===== config.mk =====
export PLATFORM = sky130hd
export DESIGN_NAME = m_pcpi_frontend
export DESIGN_NICKNAME = d
export VERILOG_FILES = /design/src/rtl/m_pcpi_frontend.sv
export SDC_FILE = /design/constraint.sdc
export NUM_CORES = 1
export LEC_CHECK = 0
export CORE_ASPECT_RATIO = 0.7
export CORE_UTILIZATION = 35
export DETAILED_ROUTE_END_ITERATION = 7
export PLACE_DENSITY_LB_ADDON = 0.2
export SYNTH_ARGS = -nofsm -noshare
export SYNTH_HDL_FRONTEND = slang
export SYNTH_SLANG_ARGS = --single-unit

===== constraint.sdc =====
create_clock -name clk -period 3.8 [get_ports clk]
set_clock_uncertainty 0.2 [all_clocks]
set_input_delay 0.95 -clock clk [delete_from_list [all_inputs] [get_ports clk]]
set_output_delay 0.95 -clock clk [all_outputs]
set_load 0.03 [all_outputs]

===== src/rtl/m_pcpi_frontend.sv =====
// PCPI front end for the RV32M unit: decode, operand capture, start/wait
// handshake, one-entry result cache and completion watchdog.
module m_pcpi_frontend #(
  parameter int TIMEOUT_CYCLES = 64,
  parameter bit CACHE_EN       = 1'b1
) (
  input  logic        clk,
  input  logic        reset,
  input  logic        pcpi_valid,
  input  logic [31:0] pcpi_insn,
  input  logic [31:0] pcpi_rs1,
  input  logic [31:0] pcpi_rs2,
  output logic        pcpi_wr,
  output logic [31:0] pcpi_rd,
  output logic        pcpi_wait,
  output logic        pcpi_ready,
  output logic        m_start,
  output logic        m_abort,
  output logic [2:0]  m_func3,
  output logic [31:0] m_rs1,
  output logic [31:0] m_rs2,
  input  logic        m_ready,
  input  logic [31:0] m_result,
  input  logic        cache_flush,
  output logic        err_timeout
);

  typedef enum logic [2:0] {
    S_IDLE, S_ISSUE, S_WAIT, S_RESP, S_GAP
  } state_t;

  localparam logic [7:0] TO_LAST = 8'(TIMEOUT_CYCLES - 1);

  state_t      state_q, state_d;
  logic [2:0]  func3_q;
  logic [31:0] rs1_q, rs2_q, result_q;
  logic [7:0]  cnt_q;
  logic        c_valid_q;
  logic [2:0]  c_func3_q;
  logic [31:0] c_rs1_q, c_rs2_q, c_result_q;
  logic        err_q, wait_q;

  logic decode_hit, cache_hit, expire, done;
  logic unused_insn;

  assign unused_insn = ^{pcpi_insn[24:15], pcpi_insn[11:7]};

  assign decode_hit = pcpi_valid
                   && pcpi_insn[6:0]   == 7'b0110011
                   && pcpi_insn[31:25] == 7'b0000001;

  // A flush arriving with the instruction suppresses the lookup.
  assign cache_hit = CACHE_EN && c_valid_q && !cache_flush
                  && c_func3_q == pcpi_insn[14:12]
                  && c_rs1_q == pcpi_rs1
                  && c_rs2_q == pcpi_rs2;

  assign done   = state_q == S_WAIT && m_ready;
  assign expire = state_q == S_WAIT && !m_ready && cnt_q == TO_LAST;

  always_ff @(posedge clk) begin
    if (reset) state_q <= S_IDLE;
    else       state_q <= state_d;
  end

  always_comb begin
    state_d = state_q;
    unique case (state_q)
      S_IDLE:
        if (decode_hit) state_d = cache_hit ? S_RESP : S_ISSUE;
      S_ISSUE: state_d = S_WAIT;
      S_WAIT:
        if (done)        state_d = S_RESP;
        else if (expire) state_d = S_GAP;
      S_RESP:  state_d = S_GAP;
      S_GAP:   state_d = S_IDLE;
      default: state_d = S_IDLE;
    endcase
  end

  always_comb begin
    pcpi_wr    = 1'b0;
    pcpi_ready = 1'b0;
    pcpi_rd    = '0;
    m_start    = 1'b0;
    m_abort    = expire;
    m_func3    = '0;
    m_rs1      = '0;
    m_rs2      = '0;
    unique case (state_q)
      S_ISSUE, S_WAIT: begin
        m_start = state_q == S_ISSUE;
        m_func3 = func3_q;
        m_rs1   = rs1_q;
        m_rs2   = rs2_q;
      end
      S_RESP: begin
        pcpi_wr    = 1'b1;
        pcpi_ready = 1'b1;
        pcpi_rd    = result_q;
      end
      default: ;
    endcase
  end

  always_ff @(posedge clk) begin
    if (reset) begin
      func3_q    <= '0;
      rs1_q      <= '0;
      rs2_q      <= '0;
      result_q   <= '0;
      cnt_q      <= '0;
      c_valid_q  <= 1'b0;
      c_func3_q  <= '0;
      c_rs1_q    <= '0;
      c_rs2_q    <= '0;
      c_result_q <= '0;
      err_q      <= 1'b0;
      wait_q     <= 1'b0;
    end else begin
      if (state_q == S_IDLE && decode_hit) begin
        func3_q <= pcpi_insn[14:12];
        rs1_q   <= pcpi_rs1;
        rs2_q   <= pcpi_rs2;
        if (cache_hit) result_q <= c_result_q;
      end
      if (state_q == S_ISSUE)     cnt_q <= '0;
      else if (state_q == S_WAIT) cnt_q <= cnt_q + 8'd1;
      if (done) begin
        result_q <= m_result;
        if (CACHE_EN) begin
          c_valid_q  <= 1'b1;
          c_func3_q  <= func3_q;
          c_rs1_q    <= rs1_q;
          c_rs2_q    <= rs2_q;
          c_result_q <= m_result;
        end
      end
      if (cache_flush) c_valid_q <= 1'b0;
      if (expire)      err_q     <= 1'b1;
      wait_q <= state_d == S_ISSUE
             || state_d == S_WAIT
             || state_d == S_RESP;
    end
  end

  assign pcpi_wait   = wait_q;
  assign err_timeout = err_q;

endmodule


==> impl_results.md <==
- Finished Core Util: 0.492
- Clk slew on worst S/H paths: 60 ps
- Final Cycle Share: 0.960
- FF-to-FF End: result_q[24]
- Reg-to-Reg Start: state_q[1]
- Die height: 139 um
- Critical path peak fanout: 34
- # Post-CTS Setup Buffers: 0
- Status: completed
- First-pass GRT wire length: 45900 um
- Pwr/cell area: ~370 nW/um^2
- Cts hold-fix bufs: 0
- Post-synth EDFFs: 0
- Synth Instances: 1204
- DP Wirelength: 19200 um
- CTS tree: yes
- Cells on worst reg2reg path: 7
- Clock root buffer: clkbuf_16
- Worst Hold Launch: c_result_q[21]
- Distinct cells, synth: 46
- Setup_tns: 0 ps
- Vias per cell: 5.02
- Syn Area/Cell: 7.76 um^2
- Final WL: slightly below 30000 um
- Maxcap violations: 0
- Worst endpoint data arrival time: around 2500 ps
- Pin count of the biggest net entering global routing: 75
- Worst-Margin Slew: 606 ps
- Max-slew headroom: 0.596
- Post-synth ARST share: 0
- Multi-input gate area: between 4000 and 5000 um^2
- Final hold viol count: 0
- Initial drt markers: 539
- Max clock buf depth: 3
- # setup viols final: 0
- H-tree depth: 1
- # clock sinks: 212
- Die Wd: roughly 200 um
- Initial Util: 0.360
- Post-Syn Area: just over 9000 um^2
- Unrepaired setup endpoints after global routing: false
- Gpl congestion: 0.811
- HP Class: flop to flop
- Crit path capture type: output port
- Syn Nets: 1338
- Register area: 4250 um^2
- Vias in the first global route: 8222
- Top FF cell, synth: dfxtp_1
- Die ar.: 27300 um^2
- Post-layout min period: approximately 3600 ps
- Final nets: roughly 1.5k
- Share of the synthesized area in the top cell type: 0.455
- Hold endpoint: c_result_q[21]
- Via count: 8790
- # fillers: 2515
- Tot Pwr: 4.74 mW
- P_leak: 4.15 nW
- Required @ worst endpoint: 2650 ps
- Max Freq: 0.274 GHz
- DRC viols: 0
- Crit path kind: flop to output port
- Most instantiated cells after synthesis: 337 x nand2_1, 212 x dfxtp_1, 169 x a21oi_1, 100 x and2_1, 77 x clkbuf_1
- Total CTS buffers: 23
- WL per Instance: 16.7 um
- Max-slew violations: 0
- Post-synthesis register bit count: 212
- Row cnt: 49
- Final non-filler cell total: 1752
- Antenna Violating Nets Remaining: 0
- Worst Setup Start Kind: flop
- R2R setup slack: 1040 ps
- Warnings, synthesis: 0
- Synth area leaders: dfxtp_1 45%, nand2_1 14%, a21oi_1 9.1%
- Layout overhead on the synthesized area: 36.5%
- Worst-skew pair later-pin latency: 520 ps
- Detailed Routing Iterations Pass 1: 7
- Dpl cells: 1714
- Port Buf Inserts: about 220
- Ratio of cells with drive above 1 in the final layout: 0.0588
- Post-synthesis sequential area ratio: 0.455
- Num ports: 238
- GRT overflow: 0
- Core footprint: 25900 um^2
- GRT Overall Usage: 0.210
- Max IR drop VDD: 266 uV
- Initial antenna violation count: 2
- Hold Path Cell Cnt: 2
- Count leader, synth: nand2_1
- Area leader, netlist: dfxtp_1
cells by family after synthesis:
logic type / synth area share
buffers and inverters: 0.0498
adder cells (fa/ha/maj): 0.00134
AND/OR/NAND/NOR: 0.285
XOR/XNOR: 0.0582
AO/OA/AOI/OAI: 0.151
flip-flops: 0.455
cell type report:
cell class / instances / area share
multi-input cells: 883 / 0.366
inverters: 12 / 0.00353
repair buffers: 250 / 0.202
well taps: 357 / 0.0350
flip-flops and latches: 212 / 0.333
diodes: 1 / 0.000196
clock buffers: 30 / 0.0519
clock inverters: 7 / 0.00756
report_power, final:
group | internal, mW | switching [mW]
Sequential | 2.22 | 0.0000230
Combinational | 0.141 | 0.108
Clock | 1.35 | 0.919
timing repair:
item                       in CTS  in global routing
setup endpoints to repair      25                 12
hold endpoints to repair        0                  0
gates resized for setup         2                  1
worst max-delay path by stage:
stage / from / depth (start not counted) / slack, ps / end
final: state_q[0] / 5 / 150 / pcpi_rd[1]
after global routing: state_q[0] / 5 / 80 / pcpi_rd[11]
after CTS: state_q[1] / 5 / 30 / m_rs2[19]
after detailed placement: pcpi_insn[26] / 8 / 20 / result_q[24]
after global placement: pcpi_insn[26] / 8 / 90 / result_q[24]
after floorplan: state_q[1] / 5 / 360 / m_abort
critical path, stage by stage (launching register included):
cell	delay, ps
dfxtp_2	430
inv_1	140
nor3b_4	310
buf_12	220
and2_1	180
clkdlybuf4s50_1	680
metal layers:
metal | up-vias | track usage | wire [um]
li1 | 4378 | - | -
met1 | 4128 | 0.316 | 14200
met2 | 249 | 0.311 | 12600
met3 | 35 | 0.0355 | 1970
met4 | 0 | 0.0424 | 480
met5 | - | 0 | 0
state kept, by name, summed over array words and instances (netlist names):
register,count
rs2_q,32
c_func3_q,3
state_q,3
c_result_q,32
c_rs1_q,32
pcpi_wait,1
err_timeout,1
c_rs2_q,32
cnt_q,8
result_q,32
rs1_q,32
c_valid_q,1
func3_q,3
placed cells by master, fill, tap and decap left out, drive strengths merged, types with 2 or more instances in the layout:
cell type	instances
nor3	4
and2	100
buf	31
nor4b	2
nor3b	2
a311oi	32
nand4	47
nor2	47
clkinv	4
o22ai	3
inv	13
nor2b	8
and4	2
xor2	7
or2	3
nand2	337
nand3	5
clkbuf	30
bufinv	2
nor4	5
xnor2	55
a21oi	169
o21ai	37
dfxtp	212
clkdlybuf4s50	219
a2111oi	3
a22oi	2
and3	2
stage by stage:
stage,hold slack (ps),setup slack [ps],instance area [um^2]
CTS,257,33.8,12700
global placement,242,89.9,12000
global route,275,76.3,12700
finish,252,154,12700
detailed placement,248,22.9,12000
floorplan,236,360,9340
Note: power is estimated with default switching activity, not from simulation.
